`config.mk`:
```
export PLATFORM = sky130hd
export DESIGN_NAME = rx_buffer_flat
export DESIGN_NICKNAME = d
export VERILOG_FILES = /design/src/rtl/aes_pkg.sv /design/src/rtl/rx_buffer_if.sv /design/src/rtl/block_fifo.sv /design/src/rtl/rx_buffer.sv /design/src/flat_wrapper.sv
export SDC_FILE = /design/constraint.sdc
export NUM_CORES = 1
export LEC_CHECK = 0
export ABC_AREA = 1
export ABC_CLOCK_PERIOD_IN_PS = 4200
export BUFFER_PORTS_ARGS = -buffer_cell sky130_fd_sc_hd__buf_4
export CAP_MARGIN = 20
export CORE_MARGIN = 2
export CORE_UTILIZATION = 30
export DETAILED_ROUTE_END_ITERATION = 12
export PLACE_DENSITY_LB_ADDON = 0.05
export SYNTH_ARGS = -nofsm -noshare
export SYNTH_HDL_FRONTEND = slang
export SYNTH_SLANG_ARGS = --single-unit
```
`constraint.sdc`:
```
create_clock -name clk -period 4.2 [get_ports clk]
set_input_delay 0.63 -clock clk [delete_from_list [all_inputs] [get_ports clk]]
set_output_delay 0.63 -clock clk [all_outputs]
set_load 0.02 [all_outputs]
```
`src/rtl/aes_pkg.sv`:
```
// Shared AES datapath types and widths.
package aes_pkg;
   localparam int unsigned BLOCK_W         = 128;
   localparam int unsigned BYTE_W          = 8;
   localparam int unsigned BYTES_PER_BLOCK = 16;
   localparam int unsigned BCNT_W          = $clog2(BYTES_PER_BLOCK);

   typedef logic [BLOCK_W-1:0] block_t;
   typedef logic [BYTE_W-1:0]  byte_t;
endpackage

```
`src/rtl/rx_buffer_if.sv`:
```
// Receiver-to-AES bus: byte input side, block FIFO read side and status flags.
interface rx_buffer_if;
   import aes_pkg::*;

   byte_t  din;
   logic   ready;
   logic   re;
   block_t dout;
   logic   empty;
   logic   of;

   modport master (output din, ready, re, input dout, empty, of);
   modport slave  (input din, ready, re, output dout, empty, of);
endinterface

```
`src/rtl/block_fifo.sv`:
```
// First-word-fall-through FIFO of 128-bit blocks; head is visible combinationally.
module block_fifo
   import aes_pkg::*;
#(
   parameter int unsigned DEPTH = 4
) (
   input  logic   clk,
   input  logic   rst_n,
   input  logic   wr_en_i,
   input  block_t wr_data_i,
   input  logic   rd_en_i,
   output block_t head_c,
   output logic   full_c,
   output logic   empty_c
);
   localparam int unsigned PTR_W = $clog2(DEPTH);
   localparam int unsigned CNT_W = PTR_W + 1;

   logic [PTR_W-1:0] wr_ptr_q, wr_ptr_d;
   logic [PTR_W-1:0] rd_ptr_q, rd_ptr_d;
   logic [CNT_W-1:0] count_q, count_d;
   block_t           mem_q [DEPTH];
   logic             wr_fire_c;
   logic             rd_fire_c;

   assign full_c    = (count_q == CNT_W'(DEPTH));
   assign empty_c   = (count_q == '0);
   assign head_c    = mem_q[rd_ptr_q];
   assign rd_fire_c = rd_en_i & ~empty_c;
   // A pop in the same cycle frees the slot, so a write while full still lands.
   assign wr_fire_c = wr_en_i & (~full_c | rd_fire_c);

   always_comb begin
      wr_ptr_d = wr_ptr_q;
      rd_ptr_d = rd_ptr_q;
      count_d  = count_q;
      if (wr_fire_c) wr_ptr_d = wr_ptr_q + PTR_W'(1);
      if (rd_fire_c) rd_ptr_d = rd_ptr_q + PTR_W'(1);
      case ({wr_fire_c, rd_fire_c})
         2'b10:   count_d = count_q + CNT_W'(1);
         2'b01:   count_d = count_q - CNT_W'(1);
         default: count_d = count_q;
      endcase
   end

   always_ff @(posedge clk or negedge rst_n) begin
      if (!rst_n) begin
         wr_ptr_q <= '0;
         rd_ptr_q <= '0;
         count_q  <= '0;
         for (int i = 0; i < int'(DEPTH); i++) mem_q[i] <= '0;
      end else begin
         wr_ptr_q <= wr_ptr_d;
         rd_ptr_q <= rd_ptr_d;
         count_q  <= count_d;
         if (wr_fire_c) mem_q[wr_ptr_q] <= wr_data_i;
      end
   end
endmodule

```
`src/rtl/rx_buffer.sv`:
```
// Assembles received bytes into 128-bit blocks and queues them for the AES core.
module rx_buffer
   import aes_pkg::*;
#(
   parameter int unsigned DEPTH           = 4,
   parameter int unsigned BYTES_PER_BLOCK = 16
) (
   input  logic        clk,
   input  logic        reset,
   rx_buffer_if.slave  bus
);
   localparam logic [BCNT_W-1:0] LAST_BYTE = BCNT_W'(BYTES_PER_BLOCK - 1);

   logic              ready_q, ready_d;
   logic [BCNT_W-1:0] bcnt_q, bcnt_d;
   block_t            asm_q, asm_d;
   logic              of_q, of_d;
   logic              capture_c;
   logic              commit_c;
   logic              pop_c;
   logic              full_c;
   logic              empty_c;
   block_t            head_c;

   // Byte assembly: first byte lands in the MSB byte lane.
   always_comb begin
      ready_d   = bus.ready;
      asm_d     = asm_q;
      bcnt_d    = bcnt_q;
      commit_c  = 1'b0;
      capture_c = bus.ready & ~ready_q;
      if (capture_c) begin
         for (int unsigned k = 0; k < BYTES_PER_BLOCK; k++) begin
            if (bcnt_q == BCNT_W'(k)) asm_d[BLOCK_W-1-BYTE_W*k -: BYTE_W] = bus.din;
         end
         if (bcnt_q == LAST_BYTE) begin
            commit_c = 1'b1;
            bcnt_d   = '0;
         end else begin
            bcnt_d = bcnt_q + BCNT_W'(1);
         end
      end
   end

   assign pop_c = bus.re & ~empty_c;
   assign of_d  = of_q | (commit_c & full_c & ~pop_c);

   always_ff @(posedge clk or negedge reset) begin
      if (!reset) begin
         ready_q <= 1'b0;
         bcnt_q  <= '0;
         asm_q   <= '0;
         of_q    <= 1'b0;
      end else begin
         ready_q <= ready_d;
         bcnt_q  <= bcnt_d;
         asm_q   <= asm_d;
         of_q    <= of_d;
      end
   end

   block_fifo #(.DEPTH(DEPTH)) u_fifo (
      .clk       (clk),
      .rst_n     (reset),
      .wr_en_i   (commit_c),
      .wr_data_i (asm_d),
      .rd_en_i   (bus.re),
      .head_c    (head_c),
      .full_c    (full_c),
      .empty_c   (empty_c)
   );

   assign bus.dout  = head_c;
   assign bus.empty = empty_c;
   assign bus.of    = of_q;
endmodule

```
`src/flat_wrapper.sv`:
```
// flat-port wrapper written by rule: the top's interface ports become plain ports
module rx_buffer_flat import aes_pkg::*;
#(
   parameter int unsigned DEPTH           = 4,
   parameter int unsigned BYTES_PER_BLOCK = 16
)
  (clk, reset, bus_din, bus_ready, bus_re, bus_dout, bus_empty, bus_of);
  rx_buffer_if bus_i ();
  input  logic clk;
  input  logic reset;
  input wire logic [$bits(bus_i.din)-1:0] bus_din;
  input wire logic [$bits(bus_i.ready)-1:0] bus_ready;
  input wire logic [$bits(bus_i.re)-1:0] bus_re;
  output wire logic [$bits(bus_i.dout)-1:0] bus_dout;
  output wire logic [$bits(bus_i.empty)-1:0] bus_empty;
  output wire logic [$bits(bus_i.of)-1:0] bus_of;
  assign bus_i.din = bus_din;
  assign bus_i.ready = bus_ready;
  assign bus_i.re = bus_re;
  assign bus_dout = bus_i.dout;
  assign bus_empty = bus_i.empty;
  assign bus_of = bus_i.of;
  rx_buffer #(.DEPTH(DEPTH), .BYTES_PER_BLOCK(BYTES_PER_BLOCK)) u_core (.clk(clk), .reset(reset), .bus(bus_i));
endmodule
```
# Yosys cells after proc, flatten, opt, wreduce, memory -nomap -nowiden
# Index checks and enable logic that the tools add are counted.
[word_totals]
register_bits = 653
input_bits = 12
out_inout_bits = 130
elab_cells = 81
[classes]
addsub = 5
magnitude_cmp = 3
n_eq_ne = 18
n_mux = 27
bitwise_logic = 13
n_reduce_logical = 4
[op_table]
columns = ["cell", "n"]
rows = [
  ["$bwmux 512", 1],
  ["$mux 128", 4],
  ["$bmux 128 s2", 1],
  ["$demux 128 s2", 1],
  ["$mux 8", 16],
  ["$eq 4x4->1 const B", 8],
  ["$eq 4x3->1 const B", 4],
  ["$eq 4x2->1 const B", 2],
  ["$ge 3x3->1 const B", 2],
  ["$not 2->3", 2],
  ["$pmux 3 s2", 1],
  ["$and 1x1->1", 5],
  ["$add 2x1->2 const B", 2],
  ["$add 4x1->4 const B", 1],
  ["$eq 4x1->1 const B", 1],
  ["$logic_not 4->1", 1],
  ["$mux 4", 1],
  ["$not 1->1", 4],
  ["$add 3x1->3 const B", 1],
  ["$eq 3x3->1 const B", 1],
  ["$logic_not 3->1", 1],
  ["$lt 3x1->1 const B", 1],
  ["$sub 3x1->3 const B", 1],
  ["$eq 2x1->1 const B", 1],
  ["5 further kinds", 7],
]

# Depth between registers and ports, before layout
# Gate-level depths: netlist of run 1.
[depth]
word_depth = 7
mapped_depth = 11
depth_no_buf = 10

# Modules after synthesis
# Synthesis of run 1 repeated with hierarchy kept, for this count alone.
[hier_totals]
cells_unflattened = 3645
area_unflattened_um2 = 30669.4
[by_module_without_submodules]
columns = ["mod", "instances", "cells_each", "area_each_um2"]
rows = [
  ["block_fifo", 1, 3051, 25281.7],
  ["rx_buffer", 1, 594, 5387.7],
]

# Worst setup path before layout of run 1
# Ideal clock, no wire load.
[synth_path]
path_type = "reg-to-output"
start = "reg u_core.u_fifo.rd_ptr_q[0]"
end = "out bus_dout[126]"
t_arrival_ps = 1586
required_ps = 3570
path_slack_ps = 1984
path_stages_with_launch = 7
cell_sequence = "dfrtp_1 > buf_2 > inv_1 > buf_2 > buf_1 > o21ai_0 > o22ai_1"
[synth_via]
elab_chain_len = 4
[synth_lines]
columns = ["item", "line_no", "source"]
rows = [
  ["start: declaration", "block_fifo.sv:20", "logic [PTR_W-1:0] rd_ptr_q, rd_ptr_d;"],
  ["start signal: assignment", "block_fifo.sv:54", "rd_ptr_q <= rd_ptr_d;"],
  ["$not 2->3 (not written as such)", "block_fifo.sv:28", "assign head_c = mem_q[rd_ptr_q];"],
  ["$bmux 128 s2", "block_fifo.sv:28", ""],
  ["$mux 128 (not written as such) (2 in series)", "block_fifo.sv:28", ""],
  ["end: declaration", "flat_wrapper.sv:14", "output wire logic [$bits(bus_i.dout)-1:0] bus_dout;"],
]
# Every way passes these cells. The select of a mux whose other input is x is not followed.

# Final worst setup path of run 1
[layout_path]
start = "reg u_core.u_fifo.rd_ptr_q[1]"
end = "out bus_dout[78]"
# The elaborated chain is that of the path after synthesis.

==> impl_metrics.tcl, run 1 <==
set metrics [dict create \
    numCtsBuffers 77 \
    ir_worst_vdd_mv 0.427 \
    grt_pass1_vias 24300 \
    ys_seq_area_share_pct 56.7 \
    synth_most_common_cell "nand2_1" \
    vias 24300 \
    cp_num_buf_inv 2 \
    synth_ff_type "dfrtp_1" \
    antenna_found_initial 2 \
    hold_class "in -> reg" \
    io_buffer_count 141 \
    fin_hold_ws_ps 157 \
    synth_top_area_share_pct 56.7 \
    setup_tns_ps 0 \
    period_minus_slack_ps 3710 \
    crit_type "reg -> out" \
    synthTopCellsByCount "nand2_1, dfrtp_1, nor2_1, o21ai_0, o22ai_1" \
    routed_via_density 4.87 \
    gp_congestion 0.735 \
    run_status "complete, no violations" \
    synth.net_count 3633 \
    antenna_left 0 \
    floorplan.initialDensity_pct 30.3 \
    slew_violations 0 \
    worstReg2RegEnd "u_core.u_fifo.mem_q[44]$_DFFE_PN0P_" \
    rows 113 \
    final-seq-area_sq_um 16300 \
    cts_hold_buf 1 \
    grt_usage_pct 21.0 \
    postSynthCellCount 3611 \
    cts_tree "done" \
    placed_cell_area_sq_um 31000 \
    critPathCapture "bus_dout[78]" \
    power_density_nw_per_um2 705 \
    finish.net_count 3681 \
    layout_setup_ws_ps 493 \
    finalClockSkew_ps 12.5 \
    worstPathCellList "buf_12 > o21ai_0 > o22ai_1 > buf_4" \
    crit_start "u_core.u_fifo.rd_ptr_q[1]$_DFFE_PN0P_" \
    stdcell_area_sq_um 33600 \
    n_fill_cell 9747 \
    syn_avg_cell_area_sq_um 7.98 \
    worstPathRequired_ps 3570 \
    core_area_sq_um 95200 \
    grt_first_pass_wirelength_mm 158 \
    rsz0062_at_grt "false" \
    finalCritPeriodShare_pct 88.3 \
    max_stage_delay_ps 970 \
    post_cts_buffers 0 \
    drive_above_1_share_pct 8.79 \
    synthArstFlopShare_pct 100 \
    area_growth_pct 16.4 \
    drt_first_iter_violations 2066 \
    clockRootBuffer "clkbuf_16" \
    synth_edf_count 0 \
    firstDrtPassIters 6 \
    yosysTopAreaCell "dfrtp_1" \
    hold_viol 0 \
    grt_overflow 0 \
    synthDistinctLibCells 26 \
    ys_warn_count 0 \
    crit_path_max_fanout 84 \
    dp_hpwl_mm 52.9 \
    r2r_start "u_core.bcnt_q[0]$_DFFE_PN0P_" \
    wire_per_inst_um 20.6 \
    cts_resized 0 \
    drcViolationCount 0 \
    antenna_cells 0 \
    grt_max_degree 147 \
    worstSkewPairLatency_ps 630 \
    r2r_cells 8 \
    cts_max_path_buffers 3 \
    clkTransAtPathRegs_ps 60 \
    multi_input_area_sq_um 11000 \
    dieArea_sq_um 98600 \
    cts_sinks 653 \
    setup_viol 0 \
    tightestPinTransition_ps 1030 \
    ios 142 \
    critPathTopFamily "flip-flops" \
    syn_area_sq_um 28800 \
    h-tree-depth 3 \
    worstPathArrival_ps 3080 \
    path_depth 4 \
    utilization_pct 35.3 \
    cap_viol_max_count 0 \
    slew_headroom_pct 31.5 \
    pre_cts_slack_ps 910 \
    power_leakage_uw 0.0178 \
    drt-total-wl_mm 103 \
    synthTopCellsByArea "dfrtp_1, nand2_1, o21ai_0, nor2_1, o22ai_1" \
    slowest_stage "dfrtp_4" \
    start_kind "flip-flop" \
    ys_seq_elements 653 \
    fp.dieH_um 314 \
    critPathCaptureType "primary output" \
    die_w_um 314 \
    worst-r2r-setup-slack_ps 1030 \
    fmax_mhz 270 \
]
==> cell usage in the layout (no fill, tap or decap), types with 4 or more instances in the layout <==
cell type	count
nand2_1	1867
dfrtp_1	651
nor2_1	281
o21ai_0	263
buf_4	177
o22ai_1	128
clkbuf_16	80
inv_1	79
o21bai_1	65
clkbuf_1	26
buf_12	20
clkbuf_8	16
nand3_1	14
ha_1	9
clkinv_2	9
inv_6	7
nand3_4	4
==> per-stage QoR <==
step | power, uW | std cells
final | 23600 | 4984
after global routing | 25200 | 4984
after CTS | 24000 | 4984
after detailed placement | 17100 | 4844
after global placement | 17100 | 4844
after floorplan | 13300 | 3611
==> worst reg2reg max path: cells and delay by family, from the launching register on <==
family | cells | cell delay [ps]
simple gates | 5 | 660
buf+inv | 2 | 1750
fa+ha+maj | 1 | 270
flops | 1 | 410
==> state kept, by name, summed over array words and instances, names as in the netlist <==
name	flops
u_core.u_fifo.rd_ptr_q	2
u_core.asm_q	128
u_core.u_fifo.mem_q	512
u_core.u_fifo.wr_ptr_q	2
u_core.u_fifo.count_q	3
u_core.bus.of	1
u_core.bcnt_q	4
u_core.ready_q	1
==> area by class of cell <==
class / instances / area share, %
sequential: 653 / 48.7
multi-input combinational: 2643 / 32.8
clock buffer: 122 / 6.91
timing repair buffer: 199 / 5.23
tap: 1265 / 4.72
inverter: 85 / 1.04
clock inverter: 17 / 0.555
==> cell families (layout without fill, tap and decap cells) <==
group	after synthesis	count (layout)	synth area share (%)
compound gates	458	458	9.07
xor+xnor	4	4	0.122
fa+ha+maj	10	10	0.460
buf+inv	315	423	5.21
flops	653	653	56.7
simple gates	2171	2171	28.4
==> power by group <==
| part | total, uW | switching [uW] | internal [uW] |
|---|---|---|---|
| clock | 6740 | 2770 | 3970 |
| combinational | 8850 | 5980 | 2870 |
| sequential | 8050 | 649 | 7410 |
==> how the worst min path moves through the flow <==
stage                                               startpoint                                    to  slack, ps  cells after the start
after CTS                                            bus_ready              u_core.ready_q$_DFF_PN0_        110                      1
after detailed placement  u_core.u_fifo.mem_q[284]$_DFFE_PN0P_  u_core.u_fifo.mem_q[284]$_DFFE_PN0P_        460                      2
final                                                bus_ready              u_core.ready_q$_DFF_PN0_        160                      1
after global routing                                 bus_ready              u_core.ready_q$_DFF_PN0_        120                      1
after global placement    u_core.u_fifo.mem_q[356]$_DFFE_PN0P_  u_core.u_fifo.mem_q[356]$_DFFE_PN0P_        460                      2
after floorplan                                          reset             u_core.asm_q[0]$_DFF_PN0_        330                      0
==> layer usage <==
metal	vias to the layer above	share of wire (%)	global-route usage (%)
met1	12100	47	29.5
li1	11400	-	-
met4	4	1.8	4.83
met5	-	0.026	0
met3	130	4.5	2.87
met2	638	47	34.4
Power figures use the tool's default switching activity.
==> run 2: changes to the inputs <==
--- a/config.mk
+++ b/config.mk
@@ -10,7 +10,7 @@
 export BUFFER_PORTS_ARGS = -buffer_cell sky130_fd_sc_hd__buf_4
 export CAP_MARGIN = 20
 export CORE_MARGIN = 2
-export CORE_UTILIZATION = 30
+export CORE_UTILIZATION = 40
 export DETAILED_ROUTE_END_ITERATION = 12
 export PLACE_DENSITY_LB_ADDON = 0.05
 export SYNTH_ARGS = -nofsm -noshare
==> run 2 against run 1 <==
Against the previous run:
- die area down 25%
- maximum frequency up 8.1%
- largest cell class unchanged
- flip-flop and latch count unchanged
- global-route usage up 4.1 points
- wire length down 10%
- clock-buffer cell count down 6
- via count down 0.19%
- non-clock buffer count down 13
- core utilization up 11 points
- critical path type unchanged
==> impl_metrics.tcl, run 2 (synthesis results as in run 1) <==
set metrics [dict create \
    run_status "complete, no violations" \
    swShare_pct 38.7 \
    drive_above_1_share_pct 8.60 \
    floorplan.initialDensity_pct 40.4 \
    vias 24200 \
    finalClockSkew_ps 16.4 \
    hold_viol 0 \
    ios 142 \
    slew_violations 0 \
    slew_headroom_pct 33.4 \
    h-tree-depth 3 \
    period_minus_slack_ps 3430 \
    numCtsBuffers 75 \
    grt_overflow 0 \
    top_regs "u_core.u_fifo.mem_q x512, u_core.asm_q x128, u_core.bcnt_q x4" \
    start_kind "flip-flop" \
    cts_max_path_buffers 3 \
    setup_viol 0 \
    grt_usage_pct 25.1 \
    io_buffer_count 141 \
    cts_sinks 653 \
    rsz0062_at_grt "false" \
    clockRootBuffer "clkbuf_16" \
    power_density_nw_per_um2 707 \
    die_w_um 272 \
    cts_hold_buf 0 \
    final_common_cell "nand2_1" \
    finish.net_count 3666 \
    fin_hold_ws_ps 57.4 \
    post_cts_buffers 0 \
    antenna_found_initial 0 \
    worstPathRequired_ps 3570 \
    rows 98 \
    finalCritPeriodShare_pct 81.6 \
    grt_max_degree 160 \
    clkTransAtPathRegs_ps 60 \
    drcViolationCount 0 \
    netSwitchingPower_uw 9080 \
    dieArea_sq_um 74200 \
    crit_path_max_fanout 95 \
    fmax_mhz 292 \
    tightestPinTransition_ps 995 \
    fp.dieH_um 272 \
    firstDrtPassIters 5 \
    p_int_uw 14400 \
    hold_class "in -> async" \
    dp_hpwl_mm 47.2 \
    pwr-share-clk_pct 28.7 \
    grt_first_pass_wirelength_mm 145 \
    core_area_sq_um 71400 \
    comb_power_share_pct 37.6 \
    cts_tree "done" \
    cts_resized 0 \
    drt_first_iter_violations 2112 \
    layout_common_cells "nand2_1, dfrtp_1, nor2_1" \
    n_fill_cell 7117 \
    setup_tns_ps 0 \
    worstPathArrival_ps 2800 \
    antenna_cells 0 \
    routed_via_density 5.21 \
    worstSkewPairLatency_ps 610 \
    antenna_left 0 \
    wire_per_inst_um 19.9 \
    crit_type "reg -> out" \
    grt_pass1_vias 24400 \
    cap_viol_max_count 0 \
    ir_worst_vdd_mv 0.565 \
    seq_power_share_pct 33.6 \
    critPathCaptureType "primary output" \
    power_leakage_uw 0.0178 \
    largest_register "u_core.u_fifo.mem_q" \
    largest_reg_flops 512 \
    drt-total-wl_mm 92.6 \
    area_growth_pct 15.0 \
    gp_congestion 0.769 \
]
==> run 2: changes by cell type in the layout (fill, tap and decap cells not counted), moves of 3 or more <==
| cell | change |
|---|---|
| clkinv_2 | +3 |
| buf_12 | +4 |
| buf_4 | -16 |
| clkbuf_1 | -11 |
| inv_6 | -7 |
| inv_4 | +4 |
| clkbuf_8 | +4 |
==> run 2: critical path, cell delays in order, from the launching register on <==
cell	delay, ps
dfrtp_4	530
inv_8	480
buf_4	500
o21ai_0	130
o22ai_1	280
buf_4	210
==> run 2: final timing paths <==
check / from / end / slack (ps) / cells after the start
min in group clk: bus_ready / u_core.ready_q$_DFF_PN0_ / 170 / 1
setup / recovery: u_core.u_fifo.rd_ptr_q[0]$_DFFE_PN0P_ / bus_dout[37] / 770 / 5
hold / removal: reset / u_core.u_fifo.mem_q[276]$_DFFE_PN0P_ / 60 / 1
hold reg to reg: u_core.u_fifo.mem_q[288]$_DFFE_PN0P_ / u_core.u_fifo.mem_q[288]$_DFFE_PN0P_ / 470 / 2
max in group asynchronous: reset / u_core.u_fifo.mem_q[487]$_DFFE_PN0P_ / 3050 / 2
setup reg to reg: u_core.bcnt_q[0]$_DFFE_PN0P_ / u_core.u_fifo.mem_q[177]$_DFFE_PN0P_ / 1230 / 8
==> run 2: routing by layer <==
layer / track usage, % / share of wire, %
met5: 0 / 0
met4: 7.39 / 2.5
met3: 3.54 / 5.6
met2: 40.7 / 46
met1: 35.1 / 46
==> run 2: through the flow <==
step	cells	utilization, %	worst slack, ps	power [uW]	instance area, sq um
after floorplan	3611	-	1980	13300	28800
after global placement	4517	42.9	1290	16700	30600
after detailed placement	4517	42.9	1240	16800	30600
after CTS	4649	46.4	746	23600	33100
after global routing	4649	46.4	640	24800	33100
final	4649	46.4	771	23400	33100
==> run 2: area by class of cell <==
cell class | count | area, sq um | area share (%)
Clock buffer | 116 | 2360 | 7.12
Clock inverter | 16 | 180 | 0.544
Inverter | 85 | 339 | 1.02
Multi-Input combinational cell | 2643 | 11000 | 33.3
Sequential cell | 653 | 16300 | 49.3
Tap cell | 950 | 1190 | 3.59
Timing Repair Buffer | 186 | 1700 | 5.14
==> run 2: power groups by stage <==
stage	logic (uW)	clock network [uW]	registers, uW
4_1_cts	8890	6890	7870
6_report	8820	6730	7880
5_1_grt	9660	7160	8000
3_5_place_dp	8850	0	7980
3_3_place_gp	8770	0	7950
2_1_floorplan	5430	0	7830
==> run 3: changes to the inputs <==
--- a/config.mk
+++ b/config.mk
@@ -6,7 +6,7 @@
 export NUM_CORES = 1
 export LEC_CHECK = 0
 export ABC_AREA = 1
-export ABC_CLOCK_PERIOD_IN_PS = 4200
+export ABC_CLOCK_PERIOD_IN_PS = 3480
 export BUFFER_PORTS_ARGS = -buffer_cell sky130_fd_sc_hd__buf_4
 export CAP_MARGIN = 20
 export CORE_MARGIN = 2
==> constraint.sdc (replaced) <==
create_clock -name clk -period 3.48 [get_ports clk]
set_input_delay 0.522 -clock clk [delete_from_list [all_inputs] [get_ports clk]]
set_output_delay 0.522 -clock clk [all_outputs]
set_load 0.02 [all_outputs]
==> run 3 against run 2 <==
Against the previous run:
- clock-buffer cell count increased by 1
- first-iteration DRC count increased by 4.6%
- combinational power increased by 20%
- total power increased by 19%
- die area unchanged
- critical endpoint is now bus_dout[96]
- largest cell class unchanged
- highest routed layer is now met5
==> impl_metrics.tcl, run 3 (synthesis results as in run 1) <==
set metrics [dict create \
    layout_setup_ws_ps 322 \
    crit_top_cell "buf_4" \
    drt-total-wl_mm 93.2 \
    largest_register "u_core.u_fifo.mem_q" \
    dp_cells 4528 \
    grt_max_degree 131 \
    cts_max_path_buffers 3 \
    vias 24300 \
    tightestPinTransition_ps 959 \
    top_layer_used "met5" \
    rows 98 \
    drcViolationCount 0 \
    core_area_sq_um 71400 \
    slew_violations 0 \
    cap_viol_max_count 0 \
    worstPathRequired_ps 2960 \
    worst-r2r-setup-slack_ps 880 \
    largest_reg_flops 512 \
    gp_congestion 0.758 \
    critPathCaptureType "primary output" \
    dieArea_sq_um 74200 \
    fmax_mhz 317 \
    wl_met2_mm 43.7 \
    fin_hold_ws_ps 73.3 \
    finish.net_count 3678 \
    clockRootBuffer "clkbuf_16" \
    ios 142 \
    post_cts_buffers 0 \
    power_density_nw_per_um2 845 \
    wl_met1_mm 41.6 \
    grt_first_pass_wirelength_mm 145 \
    grt_overflow 0 \
    r2r_start "u_core.bcnt_q[0]$_DFFE_PN0P_" \
    crit_type "reg -> out" \
    antenna_found_initial 4 \
    worstPathArrival_ps 2640 \
    path_depth 5 \
    wl_met3_mm 5.85 \
    fp.dieH_um 272 \
    critPathTopFamily "buffers and inverters" \
    start_kind "flip-flop" \
    setup_viol 0 \
    ir_worst_vdd_mv 0.546 \
    top_regs "u_core.u_fifo.mem_q x512, u_core.asm_q x128, u_core.bcnt_q x4" \
    worstPathCellList "inv_8 > buf_4 > o21ai_0 > o22ai_1 > buf_4" \
    hold_viol 0 \
    cts_tree "done" \
    finalCritPeriodShare_pct 90.7 \
    antenna_cells 0 \
    finalClockSkew_ps 15.4 \
    worstReg2RegEnd "u_core.u_fifo.mem_q[252]$_DFFE_PN0P_" \
    drt_first_iter_violations 2209 \
    h-tree-depth 3 \
    antenna_left 0 \
    wire_per_inst_um 20.0 \
    floorplan.initialDensity_pct 40.4 \
    grt_usage_pct 25.3 \
    final_cells 4659 \
    n_fill_cell 6993 \
    stdcell_area_sq_um 33100 \
    drive_above_1_share_pct 8.82 \
    worstSkewPairLatency_ps 610 \
    critPathCapture "bus_dout[96]" \
    pre_cts_slack_ps 862 \
    routed_via_density 5.22 \
    placed_cell_area_sq_um 30700 \
    area_growth_pct 15.0 \
    r2r_cells 8 \
    firstDrtPassIters 5 \
    numCtsBuffers 75 \
    run_status "complete, no violations" \
    layout_common_cells "nand2_1, dfrtp_1, nor2_1" \
    slew_headroom_pct 35.9 \
    dp_hpwl_mm 47.3 \
    die_w_um 272 \
    io_buffer_count 141 \
    final_common_cell "nand2_1" \
    cts_sinks 653 \
    crit_start "u_core.u_fifo.rd_ptr_q[0]$_DFFE_PN0P_" \
    max_stage_delay_ps 530 \
    setup_tns_ps 0 \
    power_leakage_uw 0.0179 \
    cp_num_buf_inv 3 \
    crit_path_max_fanout 81 \
    hold_class "in -> reg" \
    period_minus_slack_ps 3160 \
    slowest_stage "dfrtp_4" \
    grt_pass1_vias 24000 \
    rsz0062_at_grt "false" \
    clkTransAtPathRegs_ps 60 \
]
## run 3: cell types whose count changed in the layout (fill, tap and decap cells not counted)
cell           before  now
clkinv_2           12   11
buf_4             161  172
clkbuf_16          81   79
clkbuf_8           20   23
bufinv_16           4    1
inv_6               0    1
dlygate4sd3_1       0    1
## run 3: worst min-delay path by stage
stage | startpoint | depth (start not counted) | end
CTS | bus_ready | 1 | u_core.ready_q$_DFF_PN0_
floorplan | reset | 0 | u_core.asm_q[0]$_DFF_PN0_
finish | bus_ready | 1 | u_core.ready_q$_DFF_PN0_
global placement | u_core.u_fifo.mem_q[367]$_DFFE_PN0P_ | 2 | u_core.u_fifo.mem_q[367]$_DFFE_PN0P_
detailed placement | u_core.u_fifo.mem_q[263]$_DFFE_PN0P_ | 2 | u_core.u_fifo.mem_q[263]$_DFFE_PN0P_
global route | bus_ready | 1 | u_core.ready_q$_DFF_PN0_
## run 3: power breakdown
part	switching (uW)	internal [uW]	leakage, uW
combinational	7120	3480	0.00783
clock	3180	4690	0.00122
sequential	584	8940	0.00880
total	10900	17100	0.0179
## run 3: final cells by class
type	instances	area [sq um]	share of cell area, %
Multi-Input combinational cell	2643	11000	33.3
Clock inverter	13	93.8	0.283
Clock buffer	117	2350	7.09
Sequential cell	653	16300	49.3
Timing Repair Buffer	198	1800	5.42
Tap cell	950	1190	3.59
Inverter	85	339	1.02
## run 3: metal layers
metal	global-route usage [%]	vias to the layer above
met4	6.85	2
met1	35.3	12000
li1	-	11400
met5	0	-
met3	3.98	126
met2	40.9	797
## run 3: metrics by stage
stage          utilization, %  total power (uW)
2_1_floorplan               -             16000
3_3_place_gp             43.0             20100
3_5_place_dp             43.0             20300
4_1_cts                  46.4             28300
5_1_grt                  46.4             29700
6_report                 46.4             28000
## run 3: repair_timing
| action | 4_1_cts | 5_1_grt |
|---|---|---|
| gates resized for setup | 0 | 0 |
| hold buffers | 1 | 0 |
| endpoints found under the hold margin | 49 | 0 |
